===== src/rtl/codificador_serial.sv =====
// Sequential multi-hot to index encoder: accepts a vector, then emits the index of
// each set bit, one per output handshake, in LSB-first or MSB-first priority order.
module codificador_serial #(
    parameter int WIDTH     = 32,
    parameter int IDX_W     = $clog2(WIDTH),
    parameter bit MSB_FIRST = 1'b0
) (
    input  logic             clk,
    input  logic             reset,
    input  logic             in_valid,
    output logic             in_ready,
    input  logic [WIDTH-1:0] in_vec,
    output logic             out_valid,
    input  logic             out_ready,
    output logic [IDX_W-1:0] out_idx,
    output logic             out_last,
    output logic [IDX_W:0]   out_count,
    output logic             zero_flag
);

    typedef enum logic {
        IDLE = 1'b0,
        SCAN = 1'b1
    } state_t;

    localparam logic [WIDTH-1:0] LSB_ONE = WIDTH'(1);

    state_t           r_state;
    state_t           w_state_nxt;
    logic [WIDTH-1:0] r_pending;
    logic [WIDTH-1:0] w_pending_nxt;
    logic [IDX_W:0]   r_count;
    logic [IDX_W:0]   w_count_nxt;
    logic             r_zero;
    logic             w_zero_nxt;
    logic [IDX_W-1:0] w_idx;
    logic             w_single;
    logic [IDX_W:0]   w_popcnt;

    // Later loop iterations win, so the scan direction sets the priority.
    always_comb begin
        w_idx = '0;
        for (int i = 0; i < WIDTH; i++) begin
            if (MSB_FIRST) begin
                if (r_pending[i]) w_idx = IDX_W'(i);
            end else begin
                if (r_pending[WIDTH-1-i]) w_idx = IDX_W'(WIDTH-1-i);
            end
        end
    end

    always_comb begin
        w_popcnt = '0;
        for (int i = 0; i < WIDTH; i++) begin
            w_popcnt = w_popcnt + (IDX_W+1)'(in_vec[i]);
        end
    end

    assign w_single = ((r_pending & (r_pending - LSB_ONE)) == '0);

    always_comb begin
        w_state_nxt   = r_state;
        w_pending_nxt = r_pending;
        w_count_nxt   = r_count;
        w_zero_nxt    = 1'b0;
        in_ready      = 1'b0;
        out_valid     = 1'b0;
        out_idx       = '0;
        out_last      = 1'b0;
        case (r_state)
            IDLE: begin
                in_ready = 1'b1;
                if (in_valid) begin
                    if (in_vec != '0) begin
                        w_pending_nxt = in_vec;
                        w_count_nxt   = w_popcnt;
                        w_state_nxt   = SCAN;
                    end else begin
                        w_count_nxt = '0;
                        w_zero_nxt  = 1'b1;
                    end
                end
            end
            SCAN: begin
                out_valid = 1'b1;
                out_idx   = w_idx;
                out_last  = w_single;
                if (out_ready) begin
                    w_pending_nxt = r_pending & ~(LSB_ONE << w_idx);
                    if (w_single) w_state_nxt = IDLE;
                end
            end
            default: w_state_nxt = IDLE;
        endcase
    end

    always_ff @(posedge clk) begin
        if (!reset) begin
            r_state   <= IDLE;
            r_pending <= '0;
            r_count   <= '0;
            r_zero    <= 1'b0;
        end else begin
            r_state   <= w_state_nxt;
            r_pending <= w_pending_nxt;
            r_count   <= w_count_nxt;
            r_zero    <= w_zero_nxt;
        end
    end

    assign out_count = r_count;
    assign zero_flag = r_zero;

endmodule


===== config.mk =====
export PLATFORM = sky130hd
export DESIGN_NAME = codificador_serial
export DESIGN_NICKNAME = d
export VERILOG_FILES = /design/src/rtl/codificador_serial.sv
export SDC_FILE = /design/constraint.sdc
export NUM_CORES = 1
export LEC_CHECK = 0
export ABC_AREA = 1
export CAP_MARGIN = 20
export CORE_ASPECT_RATIO = 1.5
export CORE_MARGIN = 4
export CORE_UTILIZATION = 59
export CTS_CLUSTER_SIZE = 30
export DETAILED_ROUTE_END_ITERATION = 7
export PLACE_DENSITY = 0.95
export SLEW_MARGIN = 10
export SYNTH_ARGS = -nofsm -noshare
export SYNTH_HDL_FRONTEND = slang
export SYNTH_SLANG_ARGS = --single-unit

===== constraint.sdc =====
create_clock -name clk -period 7.74 [get_ports clk]
set_clock_uncertainty 0.2 [all_clocks]
set_input_delay 0.774 -clock clk [delete_from_list [all_inputs] [get_ports clk]]
set_output_delay 0.774 -clock clk [all_outputs]
set_load 0.05 [all_outputs]

# == Yosys cells after proc, flatten, opt, wreduce, memory -nomap -nowiden ==
# Index checks and enable logic that the tools add are counted.
# Widths: inputs -> output; s select.
# classes
add_sub_neg,32
n_eq_ne,3
n_shift,1
n_mux,47
n_bitwise,6
reduce_logical,5
# ops
operator,n
$mux 5,33
$add 6x1->6,26
$mux 32,3
$and 32x32->32,2
$pmux 32 s2,1
$logic_not 32->1,1
$not 32->32,1
$reduce_bool 32->1,1
$shl 1x5->32 const A,1
$sub 32x1->32 const B,1
$mux 1,8
$add 5x1->6,1
$mux 6,1
$ne 2x2->1 const B,3
$add 4x1->5,1
$add 3x1->4,1
$add 2x1->3,1
$not 1->1,3
$reduce_and 3->1,1
$reduce_or 3->1,1
$add 1x1->2,1
$pmux 1 s2,1
$reduce_and 2->1,1
# totals
reg_bits,40
out_inout_bits,15

# == Longest topological paths before layout ==
# Gate-level depths: netlist of run 1.
# logic_depth
depth_word,37
mapped_depth,33
mapped_depth_nobuf,33

# == Worst setup path before layout of run 1 ==
# No wires, ideal clock.
# synth_timing
path_kind,input to register
from,in in_vec[17]
to,"reg r_count[4], in the netlist out_count[4]"
setup_time_ps,123
arrival_time_ps,4885
required_ps,7417
path_slack_ps,2532
cell_stages,17
n_path_buf,0
path_cell_list,fa_1 > inv_1 > fa_1 > inv_1 > fa_1 > inv_1 > fa_1 > fa_1 > fa_1 > inv_1 > ha_1 > fa_1 > a21oi_1 > o21ai_0 > xor2_1 > nand2_1 > a21oi_1
# synth_between
elab_chain_cells,16
# synth_lines
item,line_no,rtl
"start, declared",12,"input logic [WIDTH-1:0] in_vec,"
$add 6x1->6 (15 in series),55,w_popcnt = w_popcnt + (IDX_W+1)'(in_vec[i]);
$mux 6 *,74,if (in_vec != '0) begin
"end signal, assigned",106,r_count <= w_count_nxt;
"end, declared",32,logic [IDX_W:0] r_count;
# Every way passes the cells marked *; elsewhere a longest branch is shown, timed or not.
# A chain may end at the register's enable or synchronous reset.

# == Final worst setup path of run 1 ==
# Ends and elaborated chain as after synthesis.

==> impl_metrics.tcl, run 1 <==
set metrics [dict create \
    status "finished clean" \
    clk_latency_ns 0.31 \
    dp_hpwl_mm 7.22 \
    drt_iter0_drc 222 \
    cts_tree "yes" \
    multi_input_comb_area_sq_um 2140 \
    power.density_nw_per_um2 269 \
    overflow 0 \
    worstSetupPathType "input pin to register" \
    max_freq_ghz 0.177 \
    start_kind "input pin" \
    cts_setup_buffers 0 \
    initial_core_util 0.614 \
    timing.final.crit_share 0.731 \
    seq_area_frac_synth 0.238 \
    drc 0 \
    ys_ff_latch 40 \
    core_area_sq_um 5490 \
    dpl.cell_count 602 \
    cts_root_buf "clkbuf_8" \
    ioPinCount 51 \
    rsz0062_at_grt "false" \
    vias 3527 \
    ir_worst_vdd_mv 0.475 \
    finalWeightedCongestion 0.937 \
    p_leak_nw 1.85 \
    wl_per_cell_microns 14.9 \
    slew_headroom 0.300 \
    die-area_sq_um 7010 \
    drv_cap 0 \
    nNetsFinal 607 \
    crit_fanout 3 \
    crit_required_ns 7.72 \
    cts_buffer_depth 2 \
    setup_tns_ns 0 \
    die_x_microns 69.7 \
    layout_common_cells "nand2_1, inv_1, clkdlybuf4s50_1" \
    drt-vias-per-instance 5.78 \
    arrival_ns 5.64 \
    end_kind "register" \
    syn_area_sq_um 3370 \
    hp-class "register to register" \
    setup_ws_ns 2.08 \
    htree_levels 2 \
    grt_pass1_vias 3413 \
    syn-num-nets 564 \
    final_common_cell "nand2_1" \
    syn2layout_area_growth_pct 19.3 \
    cts_made_buffers 5 \
    synth_cells 496 \
    fillCellCount 418 \
    place_ws_ns 1.79 \
    ctsHoldBuffers 0 \
    maxSlewViolCount 0 \
    die_y_microns 101 \
    register_area_sq_um 801 \
    whs_ns 0.270 \
    antenna_found_initial 0 \
    num_rows 33 \
    wl_mm 9.08 \
    cts_resized 0 \
    numClockSinks 40 \
    diodes 0 \
    worst_slew_pin_slew_ns 1.05 \
    post-route-min-period_ns 5.66 \
    ant_nets 0 \
    yosysWarningCount 0 \
    avgSynthCellArea_sq_um 6.79 \
    grt_max_degree 57 \
    numPortBuffers 50 \
    setup_viol 0 \
    final-hold-violation-count 0 \
    fin_util 0.732 \
    drive_gt1_frac 0.0833 \
    track_usage 0.268 \
    clk_pin_slew_ns 0.08 \
    final_cells 610 \
    ys_types 33 \
    grt_pass1_wl_mm 14.9 \
    first_pass_iters 5 \
]
[registers in the layout (all words and copies together), names as in the netlist]
register and flops:
r_pending 32, out_count 6, r_state 1, zero_flag 1
[logic make-up (layout without fill, tap and decap cells)]
family          Yosys count  in the layout  share of synthesized area
compound gates          104            104                      0.172
xor+xnor                  2              2                    0.00520
fa+ha+maj                32             32                      0.172
buf+inv                 115            159                      0.130
flops                    40             40                      0.238
simple gates            203            203                      0.283
[critical path, cell delays in order]
cell and delay (ns):
clkdlybuf4s50_1 0.48, fa_1 0.58, inv_1 0.07, fa_1 0.51
inv_1 0.05, fa_1 0.47, inv_1 0.05, fa_1 0.46
fa_1 0.48, fa_1 0.50, inv_1 0.05, ha_1 0.20
fa_1 0.42, a21oi_1 0.16, o21ai_0 0.10, xor2_1 0.15
nand2_1 0.07, a21oi_1 0.05
[per-layer routing]
metal	GRT usage	share of wire	vias up
met5	0	0	-
met4	0.155	0.061	0
met3	0.0499	0.081	52
met2	0.496	0.51	178
met1	0.280	0.35	1617
li1	-	-	1680
[power breakdown]
part           total, mW  switching, mW  internal, mW  leakage (nW)
Clock              0.152         0.0796        0.0725        0.0445
Combinational      0.674          0.400         0.274          1.47
Sequential         0.257         0.0240         0.233         0.331
Total               1.08          0.504         0.579          1.85
[synth_stat cells (all sizes together)]
cell type / number / area (sq um)
clkinv: 2 / 7.51
buf: 1 / 3.75
o21ai: 46 / 230
a21oi: 20 / 100
a31oi: 33 / 206
dfxtp: 40 / 801
a2111oi: 2 / 17.5
clkbuf: 16 / 60.1
o2111ai: 2 / 17.5
nor2: 45 / 249
and3: 2 / 12.5
fa: 24 / 480
inv: 96 / 365
nand2: 117 / 447
nand4: 5 / 31.3
nand3: 19 / 108
a211oi: 1 / 7.51
ha: 8 / 100
or2: 1 / 6.26
nor3: 7 / 51.3
xor2: 2 / 17.5
nor4: 7 / 50.1
[through the flow]
| stage | area (sq um) | total power, mW |
|---|---|---|
| 3_5_place_dp | 3930 | 0.935 |
| 5_1_grt | 4020 | 1.19 |
| 4_1_cts | 4020 | 1.09 |
| 2_1_floorplan | 3370 | 0.772 |
| 3_3_place_gp | 3930 | 0.904 |
| 6_report | 4020 | 1.08 |
[path summary, 6_finish.rpt]
| path | startpoint | end | slack, ns | depth (start not counted) |
|---|---|---|---|---|
| hold reg to reg | out_count[2] | out_count[2] | 0.27 | 2 |
| hold / removal | out_count[2] | out_count[2] | 0.27 | 2 |
| setup / recovery | in_vec[17] | out_count[4] | 2.08 | 18 |
| setup reg to reg | r_pending[0] | r_state | 4.80 | 20 |
[layout make-up]
class | count | share of cell area
Inverter | 98 | 0.0927
Clock inverter | 1 | 0.00187
Multi-Input combinational cell | 341 | 0.533
Sequential cell | 40 | 0.199
Tap cell | 70 | 0.0218
Clock buffer | 7 | 0.0215
Timing Repair Buffer | 53 | 0.130
Note: power is estimated with default switching activity, not from simulation.
==> run 2, diff against run 1 <==
--- a/config.mk
+++ b/config.mk
@@ -9,10 +9,10 @@
 export CAP_MARGIN = 20
 export CORE_ASPECT_RATIO = 1.5
 export CORE_MARGIN = 4
-export CORE_UTILIZATION = 59
+export CORE_UTILIZATION = 50
 export CTS_CLUSTER_SIZE = 30
 export DETAILED_ROUTE_END_ITERATION = 7
-export PLACE_DENSITY = 0.95
+export PLACE_DENSITY = 0.89
 export SLEW_MARGIN = 10
 export SYNTH_ARGS = -nofsm -noshare
 export SYNTH_HDL_FRONTEND = slang
==> constraint.sdc (replaced) <==
create_clock -name clk -period 4.7 [get_ports clk]
set_clock_uncertainty 0.2 [all_clocks]
set_input_delay 0.47 -clock clk [delete_from_list [all_inputs] [get_ports clk]]
set_output_delay 0.47 -clock clk [all_outputs]
set_load 0.05 [all_outputs]
==> run 2 against run 1 <==
- hold slack worse by 0.0090 ns
- power is 110% higher
- via count is 3.0% higher
- routed wire length grew 8.0%
- the run now ends with setup timing left
- sequential share of layout area is 1.1 points lower
- worst setup slack got worse by 2.3 ns
- core utilization fell by 8.0 points
- clock-buffer cell count decreased by 1
- critical path depth is the same
- combinational power up 130%
- die area is 16% higher
- flip-flop and latch count stayed put
==> impl_metrics.tcl, run 2 (synthesized netlist as in run 1, its figures left out) <==
set metrics [dict create \
    wl_mm 9.80 \
    finalWeightedCongestion 0.905 \
    p_int_mw 1.23 \
    diodes 0 \
    clockPowerShare 0.129 \
    crit_required_ns 4.74 \
    cts_made_buffers 5 \
    cts_tree "yes" \
    setup_ws_ns -0.218 \
    numPortBuffers 50 \
    final_common_cell "nand2_1" \
    worstSetupPathType "input pin to register" \
    first_pass_iters 5 \
    combinationalPowerShare 0.683 \
    die_x_microns 75.0 \
    drive_gt1_frac 0.158 \
    antenna_found_initial 0 \
    end_kind "register" \
    switching_share 0.455 \
    num_rows 36 \
    clk_latency_ns 0.31 \
    grt_pass1_wl_mm 16.4 \
    max_freq_ghz 0.203 \
    power_switching_mw 1.03 \
    ant_nets 0 \
    timing.final.crit_share 1.05 \
    setup_viol 3 \
    violations "setup timing" \
    die-area_sq_um 8140 \
    track_usage 0.261 \
    status "finished, violations left" \
    power_frac_seq 0.188 \
    largest_reg_flops 32 \
    ir_worst_vdd_mv 1.12 \
    grt_max_degree 65 \
    numClockSinks 40 \
    maxSlewViolCount 0 \
    cts_root_buf "clkbuf_8" \
    drv_cap 0 \
    post-route-min-period_ns 4.92 \
    worst_slew_pin_slew_ns 1.07 \
    layout_common_cells "nand2_1, inv_1, dfxtp_1" \
    largest-register "r_pending" \
    initial_core_util 0.516 \
    rsz0062_at_grt "true" \
    drt_iter0_drc 281 \
    slew_headroom 0.287 \
    syn2layout_area_growth_pct 26.4 \
    setup_tns_ns -0.403 \
    p_leak_nw 1.99 \
    die_y_microns 109 \
    wl_per_cell_microns 15.3 \
    ioPinCount 51 \
    whs_ns 0.261 \
    htree_levels 2 \
    dp_hpwl_mm 7.63 \
    core_area_sq_um 6530 \
    grt_pass1_vias 3692 \
    final-hold-violation-count 0 \
    start_kind "input pin" \
    clk_pin_slew_ns 0.09 \
    overflow 0 \
    power.density_nw_per_um2 532 \
    vias 3634 \
    crit_fanout 2 \
    nNetsFinal 632 \
    arrival_ns 4.96 \
    hp-class "input pin to register" \
    drc 0 \
    cts_buffer_depth 2 \
    drt-vias-per-instance 5.67 \
]
==> run 2: cell types whose count changed in the layout (fill, tap and decap cells not counted), sizes merged <==
cell           change
clkdlybuf4s50     -15
buf               +31
clkinvlp           -1
bufinv             +1
clkinv             +1
dlygate4sd2        +7
clkdlybuf4s15      +2
clkbuf             -1
==> run 2: worst paths after layout <==
| kind | start | slack [ns] | to | cells past startpoint |
|---|---|---|---|---|
| max | in_vec[19] | -0.22 | out_count[2] | 18 |
| min | in_vec[27] | 0.26 | r_pending[27] | 3 |
| max reg2reg | r_pending[0] | 1.88 | r_state | 18 |
| min reg2reg | out_count[0] | 0.27 | out_count[0] | 2 |
==> run 2: stage by stage <==
step / power [mW] / worst slack (ns) / instance area, sq um / utilization / std cells
floorplan: 1.31 / -0.0898 / 3380 / - / 496
global placement: 1.66 / -0.723 / 4090 / 0.627 / 628
detailed placement: 1.76 / -0.888 / 4090 / 0.627 / 628
CTS: 2.10 / -0.300 / 4200 / 0.643 / 639
global route: 2.43 / -0.331 / 4260 / 0.652 / 641
finish: 2.26 / -0.218 / 4260 / 0.652 / 641
==> run 2: layout make-up <==
class,count,area (sq um)
sequential,40,801
clock buffer,6,72.6
inverter,98,373
clock inverter,2,35.0
multi-input combinational,341,2190
fill,495,2270
tap,76,95.1
timing repair buffer,78,698
==> run 2: power by group through the flow <==
stage | logic (mW) | registers [mW] | clock network, mW
global placement | 1.24 | 0.427 | 0
global route | 1.70 | 0.430 | 0.304
CTS | 1.39 | 0.423 | 0.289
finish | 1.55 | 0.425 | 0.292
floorplan | 0.842 | 0.466 | 0
detailed placement | 1.33 | 0.430 | 0
==> run 2: metal layers <==
metal,track usage,wire [microns],vias to the layer above
li1,-,-,1727
met1,0.284,3530,1677
met2,0.454,5140,178
met3,0.0372,534,52
met4,0.172,600,0
met5,0,0,-
==> run 2: repair_timing <==
item / in CTS / in global routing
pin swaps: 18 / 16
endpoints found under the hold margin: 0 / 0
setup endpoints to repair: 5 / 5
setup buffers: 3 / 2
hold buffers: 0 / 0
gates resized for setup: 42 / 12
==> run 2: worst max-delay path, stage by stage <==
cell,delay [ns]
buf_8,0.10
fa_1,0.57
inv_2,0.05
fa_1,0.50
inv_1,0.05
fa_1,0.50
inv_2,0.05
fa_1,0.55
fa_1,0.43
fa_1,0.52
inv_2,0.05
ha_4,0.15
fa_2,0.36
buf_4,0.14
buf_4,0.13
xor2_1,0.16
nand2_1,0.08
a21oi_1,0.11
